File: config.mk
export PLATFORM = sky130hd
export DESIGN_NAME = instr_dispatch_fsm_flat
export DESIGN_NICKNAME = d
export VERILOG_FILES = /design/src/rtl/mcu_pkg.sv /design/src/rtl/instr_dispatch_fsm_if.sv /design/src/rtl/opc_onehot_dec.sv /design/src/rtl/instr_dispatch_fsm.sv /design/src/flat_wrapper.sv
export SDC_FILE = /design/constraint.sdc
export NUM_CORES = 1
export LEC_CHECK = 0
export CORE_MARGIN = 8
export CORE_UTILIZATION = 47
export CTS_CLUSTER_DIAMETER = 30
export DETAILED_ROUTE_END_ITERATION = 8
export PLACE_DENSITY_LB_ADDON = 0.12
export SETUP_SLACK_MARGIN = 0.15
export SYNTH_ARGS = -nofsm -noshare
export SYNTH_HDL_FRONTEND = slang
export SYNTH_SLANG_ARGS = --single-unit
File: constraint.sdc
create_clock -name clk -period 3.6 [get_ports clk]
set_input_delay 0.9 -clock clk [delete_from_list [all_inputs] [get_ports clk]]
set_output_delay 0.9 -clock clk [all_outputs]
set_load 0.01 [all_outputs]
File: src/rtl/mcu_pkg.sv
// Shared opcodes, idle bus word, dispatcher state encoding and fault codes
// for the fetch/dispatch sequencer and its execution units.
package mcu_pkg;

   localparam logic [3:0]  OPC_MOV   = 4'b0110;
   localparam logic [3:0]  OPC_HALT  = 4'hF;
   localparam logic [15:0] IDLE_WORD = 16'hF000;

   typedef enum logic [2:0] {
      S_IDLE,
      S_FETCH,
      S_LATCH,
      S_EXEC,
      S_FLUSH,
      S_HALT,
      S_FAULT
   } disp_state_t;

   typedef enum logic [1:0] {
      FC_NONE    = 2'b00,
      FC_ILLEGAL = 2'b01,
      FC_TIMEOUT = 2'b10
   } fault_code_t;

endpackage

File: src/rtl/instr_dispatch_fsm_if.sv
// Instruction-memory and execution-unit bus between the dispatcher (master)
// and the memory / exec FSM bank (slave).
interface instr_dispatch_fsm_if #(
   parameter int PC_W      = 8,
   parameter int NUM_UNITS = 16
);
   logic [PC_W-1:0]      imem_addr;
   logic                 imem_rd;
   logic [15:0]          imem_data;
   logic [15:0]          fullBitNum;
   logic [NUM_UNITS-1:0] done_vec;
   logic [NUM_UNITS-1:0] pc_inc_vec;

   modport master (
      output imem_addr, imem_rd, fullBitNum,
      input  imem_data, done_vec, pc_inc_vec
   );

   modport slave (
      input  imem_addr, imem_rd, fullBitNum,
      output imem_data, done_vec, pc_inc_vec
   );
endinterface

File: src/rtl/opc_onehot_dec.sv
// 4-bit opcode to one-hot unit select.
module opc_onehot_dec #(
   parameter int N = 16
) (
   input  logic [3:0]   opc,
   output logic [N-1:0] onehot
);
   assign onehot = N'(1) << opc;
endmodule

File: src/rtl/instr_dispatch_fsm.sv
// Fetch/latch/execute/flush sequencer: owns PC, broadcasts IR to the exec
// FSM bank, waits for the selected unit's done, and tracks halt/fault status.
module instr_dispatch_fsm
   import mcu_pkg::*;
#(
   parameter int                   PC_W      = 8,
   parameter int                   NUM_UNITS = 16,
   parameter logic [NUM_UNITS-1:0] IMPL_MASK = NUM_UNITS'(1) << OPC_MOV,
   parameter int                   TIMEOUT   = 15
) (
   input  logic                 clk,
   input  logic                 rst,
   input  logic                 run,
   instr_dispatch_fsm_if.master bus,
   output logic [PC_W-1:0]      pc,
   output logic                 busy,
   output logic                 halted,
   output logic                 fault,
   output logic [1:0]           fault_code,
   output logic [15:0]          instr_count
);

   disp_state_t          state, nxt;
   logic [15:0]          ir;
   logic [7:0]           tmo_cnt;
   logic                 imem_rd_q;
   logic [3:0]           dec_opc;
   logic [NUM_UNITS-1:0] opc_oh;
   logic                 sel_done, sel_inc, impl, tmo_hit;

   // One decoder serves both the legality check (fresh word in LATCH) and
   // the done/pc_inc select (latched IR in EXEC).
   assign dec_opc = (state == S_LATCH) ? bus.imem_data[15:12] : ir[15:12];

   opc_onehot_dec #(.N(NUM_UNITS)) u_dec (
      .opc    (dec_opc),
      .onehot (opc_oh)
   );

   assign sel_done = |(bus.done_vec & opc_oh);
   assign sel_inc  = |(bus.pc_inc_vec & opc_oh);
   assign impl     = |(IMPL_MASK & opc_oh);
   assign tmo_hit  = (tmo_cnt == 8'(TIMEOUT - 1));

   assign bus.imem_addr  = pc;
   assign bus.imem_rd    = imem_rd_q;
   assign bus.fullBitNum = (state == S_EXEC) ? ir : IDLE_WORD;

   always_comb begin
      nxt = state;
      case (state)
         S_IDLE:  if (run) nxt = S_FETCH;
         S_FETCH: nxt = S_LATCH;
         S_LATCH: begin
            if (bus.imem_data[15:12] == OPC_HALT) nxt = S_HALT;
            else if (!impl)                       nxt = S_FAULT;
            else                                  nxt = S_EXEC;
         end
         S_EXEC: begin
            if (sel_done)     nxt = S_FLUSH;
            else if (tmo_hit) nxt = S_FAULT;
         end
         S_FLUSH: nxt = run ? S_FETCH : S_IDLE;
         S_HALT:  nxt = S_HALT;
         S_FAULT: nxt = S_FAULT;
         default: nxt = S_IDLE;
      endcase
   end

   always_ff @(posedge clk) begin
      if (rst) begin
         state       <= S_IDLE;
         pc          <= '0;
         ir          <= IDLE_WORD;
         imem_rd_q   <= 1'b0;
         busy        <= 1'b0;
         halted      <= 1'b0;
         fault       <= 1'b0;
         fault_code  <= FC_NONE;
         instr_count <= '0;
         tmo_cnt     <= '0;
      end else begin
         state     <= nxt;
         // Status flags track the state being entered so they line up with it.
         imem_rd_q <= (nxt == S_FETCH);
         busy      <= nxt inside {S_FETCH, S_LATCH, S_EXEC, S_FLUSH};
         halted    <= (nxt == S_HALT);
         fault     <= (nxt == S_FAULT);
         case (state)
            S_LATCH: begin
               ir      <= bus.imem_data;
               tmo_cnt <= '0;
               if (nxt == S_FAULT) fault_code <= FC_ILLEGAL;
            end
            S_EXEC: begin
               if (sel_inc) pc <= pc + 1'b1;
               if (sel_done)     instr_count <= instr_count + 16'd1;
               else if (tmo_hit) fault_code  <= FC_TIMEOUT;
               else              tmo_cnt     <= tmo_cnt + 8'd1;
            end
            default: ;
         endcase
      end
   end

endmodule
File: src/flat_wrapper.sv
// flat-port wrapper written by rule: the top's interface ports become plain ports
module instr_dispatch_fsm_flat import mcu_pkg::*;
#(
   parameter int                   PC_W      = 8,
   parameter int                   NUM_UNITS = 16,
   parameter logic [NUM_UNITS-1:0] IMPL_MASK = NUM_UNITS'(1) << OPC_MOV,
   parameter int                   TIMEOUT   = 15
)
  (clk, rst, run, pc, busy, halted, fault, fault_code, instr_count, bus_imem_addr, bus_imem_rd, bus_fullBitNum, bus_imem_data, bus_done_vec, bus_pc_inc_vec);
  instr_dispatch_fsm_if #(.PC_W(PC_W), .NUM_UNITS(NUM_UNITS)) bus_i ();
  input  logic clk;
  input  logic rst;
  input  logic run;
  output logic [PC_W-1:0] pc;
  output logic busy;
  output logic halted;
  output logic fault;
  output logic [1:0] fault_code;
  output logic [15:0] instr_count;
  output wire logic [$bits(bus_i.imem_addr)-1:0] bus_imem_addr;
  output wire logic [$bits(bus_i.imem_rd)-1:0] bus_imem_rd;
  output wire logic [$bits(bus_i.fullBitNum)-1:0] bus_fullBitNum;
  input wire logic [$bits(bus_i.imem_data)-1:0] bus_imem_data;
  input wire logic [$bits(bus_i.done_vec)-1:0] bus_done_vec;
  input wire logic [$bits(bus_i.pc_inc_vec)-1:0] bus_pc_inc_vec;
  assign bus_imem_addr = bus_i.imem_addr;
  assign bus_imem_rd = bus_i.imem_rd;
  assign bus_fullBitNum = bus_i.fullBitNum;
  assign bus_i.imem_data = bus_imem_data;
  assign bus_i.done_vec = bus_done_vec;
  assign bus_i.pc_inc_vec = bus_pc_inc_vec;
  instr_dispatch_fsm #(.PC_W(PC_W), .NUM_UNITS(NUM_UNITS), .IMPL_MASK(IMPL_MASK), .TIMEOUT(TIMEOUT)) u_core (.clk(clk), .rst(rst), .run(run), .bus(bus_i), .pc(pc), .busy(busy), .halted(halted), .fault(fault), .fault_code(fault_code), .instr_count(instr_count));
endmodule
==> results of run 1 <==
-- Yosys cell counts (2+ instances only) --
cell / number
dfxtp_1: 57
nand2_1: 55
nor2_1: 36
a21oi_1: 24
clkbuf_1: 20
nand3_1: 18
mux2i_1: 17
nand2b_1: 16
and3_1: 15
xnor2_1: 14
nor3_1: 12
o21ai_0: 12
inv_1: 11
buf_4: 10
nand4_1: 8
a22oi_1: 7
nor4_1: 7
or3_1: 7
mux2_2: 6
nand3b_1: 5
nor2b_1: 5
nor3b_1: 5
xor2_1: 5
a211oi_1: 4
and2_1: 4
ha_1: 4
a21boi_1: 3
buf_1: 3
buf_2: 3
and4b_1: 2
mux2_4: 2
o211ai_1: 2
o31a_1: 2
-- worst paths after layout --
kind	endpoint	slack, ps	cells past startpoint
max	u_core.tmo_cnt[5]$_SDFFE_PP0P_	370	9
min	u_core.ir[11]$_SDFFE_PP0P_	450	2
max reg2reg	u_core.tmo_cnt[5]$_SDFFE_PP0P_	400	8
min reg2reg	u_core.ir[11]$_SDFFE_PP0P_	450	2
-- metal layers --
metal | part of all wire (%) | vias up | global-route usage, %
met2 | 45 | 108 | 31.3
met5 | 0 | - | 0
met4 | 1.2 | 0 | 5.04
li1 | - | 1685 | -
met3 | 5.6 | 11 | 4.47
met1 | 48 | 1627 | 24.6
-- cell type report --
cell class	instances	area, um2
fill	635	2440
multi-input combinational	324	2070
clock inverter	6	67.6
sequential	57	1140
inverter	11	41.3
tap	99	124
clock buffer	10	138
timing repair buffer	119	1150
-- power breakdown --
group | internal [mW] | switching [mW] | leakage, nW
Sequential | 0.651 | 0.0247 | 0.461
Combinational | 0.160 | 0.174 | 1.21
Clock | 0.339 | 0.267 | 0.0985
Total | 1.15 | 0.466 | 1.77
-- cell families after synthesis --
kind of cell,count (synthesis),share of synthesized area (%)
and+or+nand+nor,206,31.9
AOI/OAI and AO/OA,68,13.4
DFF,57,33.2
buffers and inverters,48,6.67
muxes,27,8.52
xor gates and xnor gates,19,4.85
adders and majority gates,4,1.46
-- through the flow --
step | area, um2 | instances | util (%) | worst slack, ps | power, mW
2_1_floorplan | 3430 | 429 | - | 719 | 0.883
3_3_place_gp | 4520 | 610 | 63.0 | -16.1 | 1.02
3_5_place_dp | 4520 | 610 | 63.0 | -43.8 | 1.02
4_1_cts | 4720 | 626 | 65.8 | 285 | 1.62
5_1_grt | 4730 | 626 | 66.0 | 222 | 1.69
6_report | 4730 | 626 | 66.0 | 370 | 1.62
-- worst min-delay path, delay by kind of cell, from the launching register on --
family / cells / cell delay (ps)
compound gates: 1 / 50
simple gates: 1 / 50
flops: 1 / 310
-- flip-flops by register name (all words and copies together) (netlist names) --
name and flops:
u_core.instr_count 16, u_core.ir 16, u_core.bus.imem_addr 8, u_core.tmo_cnt 8
u_core.state 3, u_core.fault_code 2, u_core.bus.imem_rd 1, u_core.busy 1
u_core.fault 1, u_core.halted 1
==> reports/results.ini, run 1 <==
[run_status]
status = finished, final reports clean

[power_and_ir_drop]
power_density_mw_per_mm2 = 341
ir_worst_vdd_mv = 0.251
leakage_nw = 1.77

[clock_network]
cts_tree = yes
post_cts_resized = 0
h-tree-depth = 3
cts_root_buf = clkbuf_8
worstSkewPairLatency_ps = 330
numCtsBuffers = 9
cts_hold_buf = 0
cts.clk_slew.worst_paths_ps = 70
post-cts-setup-buffer-count = 0
cts.sinks = 57
clk_path_buf_depth = 2

[drt]
drc = 0
vias_per_cell = 5.48
vias = 3431
postRouteAntennaNets = 0
wirelength_um = 9730
post_drt_wl_per_cell_um = 15.5
first_pass_iters = 4
drt_iter0_markers = 158

[floorplanning]
start_util_pct = 47.9
die_w_um = 101
pin_count = 105
num_rows = 31
die_y_um = 101
dieArea_mm2 = 0.0103
coreArea_mm2 = 0.00718

[logic_synthesis]
synth_edf_count = 0
yosysTopAreaCell = dfxtp_1
async_flop_share_pct = 0
ys_warn_count = 0
synth-main-ff-cell = dfxtp_1
synth_area_leaders = dfxtp_1 33%, nand2_1 6.0%, mux2i_1 5.0%, nor2_1 3.9%, xnor2_1 3.6%
netlist_instances = 429
synth_seq_cells = 57
synth_nets = 484
syn_area_per_cell_um2 = 8.01
yosys.area.top_type_share_pct = 33.2
yosysSeqAreaShare_pct = 33.2
syn-cell-area_mm2 = 0.00343
synth_cell_type_count = 61

[sta]
tns_ps = 0
post-route-min-period_ps = 3230
rsz0062_at_grt = no
finalHoldWorstSlack_ps = 450
setup_violations = 0
skew_ps = 10.3
fmax_ghz = 0.310
worst_pin_slew_ps = 711
post-route-period-util_pct = 89.7
slew_violations = 0
finalHoldViolCount = 0
slew_headroom_pct = 52.6

[critical_path]
critPathTopFamily = simple AND/OR/NAND/NOR gates
r2r_start = u_core.state[1]$_SDFF_PP0_
crit_type = input port to register
path_cells = clkdlybuf4s50_1, nand2b_1, mux2i_1, a22oi_1, o2111ai_2, nor3_4, nand4_2, or3_1, a21boi_1
crit_arrival_ps = 3500
slowest_delay_ps = 700
critical_path_buf_inv_count = 1
path_max_fanout = 11
cp_slowest_cell = clkdlybuf4s50_1
endpoint_kind = register
critPathRequiredTime_ps = 3870
startpoint = bus_imem_data[14]
critPathLaunchType = input port

[finish]
final_common_cell = clkdlybuf4s50_1
syn_to_final_growth_pct = 37.8
diodes = 0
nNetsFinal = 577
layout_common_cells = 102 x clkdlybuf4s50_1, 57 x dfxtp_1, 55 x nand2_1, 36 x nor2_1, 24 x a21oi_1
drive_above_1_share_pct = 10.4

[grt]
first_global_vias = 3349
grt_overflow = 0
grt_max_degree = 30
antenna_found_initial = 0
grtUsageTotal_pct = 19.1
grt_pass1_wl_um = 16000

[worst_hold_path]
hold_class = register to register
min_from = u_core.ir[11]$_SDFFE_PP0P_

[placed_design]
hpwl_um = 7180
port_buffers = 104
globalplace.congestion = 0.910

[run]
maxCapViolations = 0

No activity file was read; power rests on OpenSTA's default activity.
==> run 2, diff against run 1 <==
--- a/config.mk
+++ b/config.mk
@@ -5,8 +5,9 @@
 export SDC_FILE = /design/constraint.sdc
 export NUM_CORES = 1
 export LEC_CHECK = 0
+export CAP_MARGIN = 10
 export CORE_MARGIN = 8
-export CORE_UTILIZATION = 47
+export CORE_UTILIZATION = 51
 export CTS_CLUSTER_DIAMETER = 30
 export DETAILED_ROUTE_END_ITERATION = 8
 export PLACE_DENSITY_LB_ADDON = 0.12
==> constraint.sdc (replaced) <==
create_clock -name clk -period 3.8 [get_ports clk]
set_input_delay 0.95 -clock clk [delete_from_list [all_inputs] [get_ports clk]]
set_output_delay 0.95 -clock clk [all_outputs]
set_load 0.01 [all_outputs]
==> run 2 against run 1 <==
Net effect:
- global-route usage rose by 1.5 points
- via count fell by 0.70%
- cell area fell by 1.1%
- clock power fell by 16%
- combinational power fell by 4%
- non-clock buffer count fell by 1
- power fell by 8.6%
- critical path depth did not move
- first-iteration DRC count rose by 28%
- largest power group unchanged
==> reports/results.ini, run 2 (synthesized netlist as in run 1, its figures left out) <==
[grt]
grt_pass1_wl_um = 16400  ; +2.2%
grtUsageTotal_pct = 20.7  ; +1.5 points
antenna_found_initial = 0  ; unchanged
first_global_vias = 3414  ; +1.9%
grt_overflow = 0  ; unchanged
grt_max_degree = 36  ; +20%

[floorplanning]
dieArea_mm2 = 0.00962  ; -6.6%
coreArea_mm2 = 0.00664  ; -7.4%
pin_count = 105  ; unchanged
start_util_pct = 51.7  ; +3.8 points
die_y_um = 98.1  ; -3.4%
die_w_um = 98.1  ; -3.4%
num_rows = 30  ; -3.2%

[run_status]
status = finished, final reports clean

[run]
maxCapViolations = 0  ; unchanged

[placed_design]
place_ws_ps = 169  ; +212 ps
port_buffers = 104  ; unchanged
hpwl_um = 7300  ; +1.7%
dpl-instance-area_mm2 = 0.00450  ; -0.42%
globalplace.congestion = 0.912  ; +0.29%

[clock_network]
numCtsBuffers = 9  ; unchanged
cts.clk_slew.worst_paths_ps = 70  ; about the same
h-tree-depth = 3  ; unchanged
cts_tree = yes
worstSkewPairLatency_ps = 340  ; about the same
cts_root_buf = clkbuf_8
post_cts_resized = 0  ; unchanged
cts_hold_buf = 0  ; unchanged
clk_path_buf_depth = 2  ; unchanged
cts.sinks = 57  ; unchanged
post-cts-setup-buffer-count = 0  ; unchanged

[power_and_ir_drop]
leakage_nw = 1.75  ; -1.1%
power_density_mw_per_mm2 = 315  ; -7.6%
ir_worst_vdd_mv = 0.246  ; -2.0%
power_mw = 1.48  ; -8.6%

[sta]
rsz0062_at_grt = no
slew_violations = 0  ; unchanged
worst_pin_slew_ps = 721  ; +10.6 ps
tns_ps = 0  ; unchanged
finalHoldViolCount = 0  ; unchanged
slew_headroom_pct = 51.8  ; -0.72 points
worst_slack_ps = 466  ; +95.9 ps
post-route-period-util_pct = 87.7
post-route-min-period_ps = 3330
setup_violations = 0  ; unchanged
fmax_ghz = 0.300
skew_ps = 12.2  ; +1.99 ps

[finish]
diodes = 0  ; unchanged
utilization_pct = 70.5  ; +4.5 points
nNetsFinal = 576  ; -0.17%
final_area_mm2 = 0.00468  ; -1.1%
layout_common_cells = 103 x clkdlybuf4s50_1, 57 x dfxtp_1, 55 x nand2_1, 36 x nor2_1, 24 x a21oi_1
syn_to_final_growth_pct = 36.3
final_common_cell = clkdlybuf4s50_1
drive_above_1_share_pct = 10.1  ; -0.36 points
reg_top3 = u_core.instr_count x16, u_core.ir x16

[worst_hold_path]
hold_class = register to register

[drt]
drc = 0  ; unchanged
drt_iter0_markers = 202  ; +28%
post_drt_wl_per_cell_um = 16.3  ; +5.1%
vias = 3407  ; -0.70%
postRouteAntennaNets = 0  ; unchanged
first_pass_iters = 5  ; +1
vias_per_cell = 5.62  ; +2.6%
wirelength_um = 9910  ; +1.8%

[critical_path]
endpoint_kind = register
path_max_fanout = 14  ; +3
crit_arrival_ps = 3600  ; +100 ps
critPathRequiredTime_ps = 4070  ; +200 ps
crit_type = input port to register
ff2ff_setup_slack_ps = 520  ; +120 ps
critPathLaunchType = input port

-- run 2: power by group --
group / internal, mW / total, mW / switching [mW]
Clock: 0.255 / 0.512 / 0.257
Sequential: 0.617 / 0.644 / 0.0270
Combinational: 0.158 / 0.321 / 0.162
Total: 1.03 / 1.48 / 0.446
-- run 2: metal layers --
layer	global-route usage, %	part of all wire [%]	up-vias
met3	6.47	7.3	18
met4	6.59	1.6	0
met1	25.2	45	1573
met2	33.7	46	131
li1	-	-	1685
met5	0	0	-
-- run 2: final cells by class --
type	instances	area [um2]
tap	80	100
clock buffer	10	138
inverter	11	41.3
multi-input combinational	324	2060
fill	549	1960
clock inverter	6	42.5
timing repair buffer	118	1150
sequential	57	1140
-- run 2: metrics by stage --
step                      hold slack [ps]  instances
after floorplan                       432        429
after global placement                438        590
after detailed placement              442        590
after CTS                             453        606
after global routing                  471        606
final                                 451        606
-- run 2: path summary, 6_finish.rpt --
path	startpoint	to	cells after the start
setup / recovery	bus_imem_data[12]	u_core.tmo_cnt[7]$_SDFFE_PP0P_	9
hold / removal	u_core.ir[5]$_SDFFE_PP0P_	u_core.ir[5]$_SDFFE_PP0P_	2
setup reg to reg	u_core.state[0]$_SDFF_PP0_	u_core.tmo_cnt[7]$_SDFFE_PP0P_	9
hold reg to reg	u_core.ir[5]$_SDFFE_PP0P_	u_core.ir[5]$_SDFFE_PP0P_	2
-- run 2: worst max-delay path, cell delays in order --
cell and delay (ps):
clkdlybuf4s50_1 770, nor3_1 120, mux2_2 310, o21ai_0 150, o2111ai_2 220, nor3_4 350
nand4_2 200, or3_1 380, a21boi_1 140
==> run 3, diff against run 2 <==
--- a/config.mk
+++ b/config.mk
@@ -7,7 +7,7 @@
 export LEC_CHECK = 0
 export CAP_MARGIN = 10
 export CORE_MARGIN = 8
-export CORE_UTILIZATION = 51
+export CORE_UTILIZATION = 29
 export CTS_CLUSTER_DIAMETER = 30
 export DETAILED_ROUTE_END_ITERATION = 8
 export PLACE_DENSITY_LB_ADDON = 0.12
==> run 3 against run 2 <==
Net effect:
- combinational power increased by 5%
- clock-buffer cell count grew 1
- register-to-register slack gained 60 ps
- critical path depth is 1 higher
- global-route usage shrank 6.5 points
- critical endpoint is now u_core.instr_count[12]$_SDFFE_PP0P_
- largest cell class unchanged
- largest power group is now clock
- highest routed layer unchanged
==> reports/results.ini, run 3 (synthesized netlist as in run 1, its figures left out) <==
[finish]
syn_to_final_growth_pct = 42.3
diodes = 0  ; unchanged
layout_common_cells = 102 x clkdlybuf4s50_1, 57 x dfxtp_1, 55 x nand2_1, 36 x nor2_1, 24 x a21oi_1
drive_above_1_share_pct = 10.1  ; -0.019 points
nNetsFinal = 577  ; +0.17%
final_common_cell = clkdlybuf4s50_1
multi_input_area_mm2 = 0.00206  ; unchanged
reg_top3 = u_core.instr_count x16, u_core.ir x16
utilization_pct = 42.6  ; -28 points
nFillCells = 1176  ; +110%
register_area_mm2 = 0.00114  ; unchanged

[drt]
first_pass_iters = 4  ; -1
wirelength_um = 10900  ; +9.8%
postRouteAntennaNets = 0  ; unchanged
vias = 3350  ; -1.7%
drt_iter0_markers = 236  ; +17%
vias_per_cell = 5.00  ; -11%
post_drt_wl_per_cell_um = 16.2  ; -0.72%
drc = 0  ; unchanged

[power_and_ir_drop]
pwr-share-comb_pct = 19.0  ; -2.7 points
leakage_nw = 1.82  ; +3.8%
power.internal_mw = 1.30  ; +26%
ir_worst_vdd_mv = 0.207  ; -16%
power_density_mw_per_mm2 = 363  ; +15%
power_mw = 1.77  ; +20%
clkPwrFrac_pct = 44.9  ; +10 points
power_switching_mw = 0.475  ; +6.4%
switching_share_pct = 26.8  ; -3.5 points
p_seq_share_pct = 36.1  ; -7.5 points

[sta]
worst_slack_ps = 348  ; -118 ps
finalHoldViolCount = 0  ; unchanged
slew_violations = 0  ; unchanged
setup_violations = 0  ; unchanged
tns_ps = 0  ; unchanged
skew_ps = 10.1  ; -2.14 ps
rsz0062_at_grt = no
post-route-period-util_pct = 90.8  ; +3.1 points
post-route-min-period_ps = 3450  ; +118 ps
worst_pin_slew_ps = 559  ; -163 ps
fmax_ghz = 0.290  ; -3.4%
slew_headroom_pct = 62.8  ; +11 points

[grt]
grt_overflow = 0  ; unchanged
first_global_vias = 3353  ; -1.8%
antenna_found_initial = 0  ; unchanged
grtUsageTotal_pct = 14.2  ; -6.5 points
grt_max_degree = 30  ; -17%
grt_pass1_wl_um = 18100  ; +11%

[critical_path]
crit_arrival_ps = 3660  ; +60 ps
slowest_delay_ps = 610  ; -160 ps
path_max_fanout = 19  ; +5
critPathRequiredTime_ps = 4010  ; -60 ps
critPathLaunchType = input port
endpoint_kind = register
crit_type = input port to register
cp_slowest_cell = clkdlybuf4s50_1
r2r_start = u_core.state[2]$_SDFF_PP0_
startpoint = bus_imem_data[13]
path_cells = clkdlybuf4s50_1, nand2b_1, mux2i_2, nand2_1, o211ai_1, nor3_4, buf_12, nor4_1, nand3_1, mux2_1

[run]
maxCapViolations = 0  ; unchanged

[clock_network]
cts_tree = yes
worstSkewPairLatency_ps = 330  ; about the same
cts_hold_buf = 0  ; unchanged
cts_root_buf = clkbuf_16
cts.sinks = 57  ; unchanged
numCtsBuffers = 9  ; unchanged
post-cts-setup-buffer-count = 0  ; unchanged
cts.clk_slew.worst_paths_ps = 50  ; -20 ps
clk_path_buf_depth = 2  ; unchanged
h-tree-depth = 3  ; unchanged

[floorplanning]
start_util_pct = 30.0  ; -22 points
die_w_um = 125  ; +27%
pin_count = 105  ; unchanged
coreArea_mm2 = 0.0115  ; +73%
die_y_um = 125  ; +27%
dieArea_mm2 = 0.0156  ; +62%
num_rows = 39  ; +30%

[placed_design]
place_ws_ps = -8.60  ; -177 ps
globalplace.congestion = 0.845  ; -7.3%
hpwl_um = 8040  ; +10%
port_buffers = 104  ; unchanged

[run_status]
status = finished, final reports clean

[worst_hold_path]
hold_class = register to register
min_from = u_core.ir[11]$_SDFFE_PP0P_

## run 3: changes by cell type in the layout (fill, tap and decap cells not counted), sizes merged
cell,before,now
buf,15,16
bufinv,0,1
clkbuf,10,11
clkdlybuf4s50,103,102
clkinv,3,2
dlymetal6s2s,0,1
inv,12,11
## run 3: repair_timing
item                                    in CTS  in global routing
gates resized for setup                      0                  1
endpoints found under the setup margin       0                  1
endpoints found under the hold margin        0                  0
## run 3: final timing paths
| check | end | slack (ps) | cells after the start |
|---|---|---|---|
| max reg2reg | u_core.instr_count[12]$_SDFFE_PP0P_ | 580 | 10 |
| min reg2reg | u_core.ir[11]$_SDFFE_PP0P_ | 450 | 2 |
| min | u_core.ir[11]$_SDFFE_PP0P_ | 450 | 2 |
| max | u_core.instr_count[12]$_SDFFE_PP0P_ | 350 | 10 |
## run 3: power groups by stage
| stage | Combinational (mW) | Sequential, mW | Clock (mW) |
|---|---|---|---|
| floorplan | 0.195 | 0.642 | 0 |
| global placement | 0.338 | 0.652 | 0 |
| detailed placement | 0.339 | 0.653 | 0 |
| CTS | 0.340 | 0.640 | 0.818 |
| global route | 0.368 | 0.643 | 0.847 |
| finish | 0.337 | 0.640 | 0.798 |
## run 3: per-stage QoR
step                area, um2  cells  hold WS [ps]
floorplan                3430    429           432
global placement         4590    654           439
detailed placement       4590    654           442
CTS                      4880    670           450
global route             4890    670           471
finish                   4890    670           448
## run 3: area by class of cell
type	instances	area share, %
multi-input combinational	324	42.2
timing repair buffer	119	23.8
sequential	57	23.3
clock buffer	11	4.97
tap	143	3.66
clock inverter	5	1.13
inverter	11	0.845
## run 3: worst max-delay path: cells and delay by family
family	cells	cell delay, ps
AO/OA/AOI/OAI	1	330
buffers and inverters	2	770
multiplexers	2	620
AND/OR/NAND/NOR	5	1000
## run 3: layer usage
metal | global-route usage, % | vias to the layer above | share of wire [%]
met5 | 0 | - | 0
met4 | 4.34 | 0 | 1.1
met3 | 4.00 | 9 | 5.5
met2 | 21.9 | 93 | 44
met1 | 18.6 | 1565 | 49
li1 | - | 1683 | -
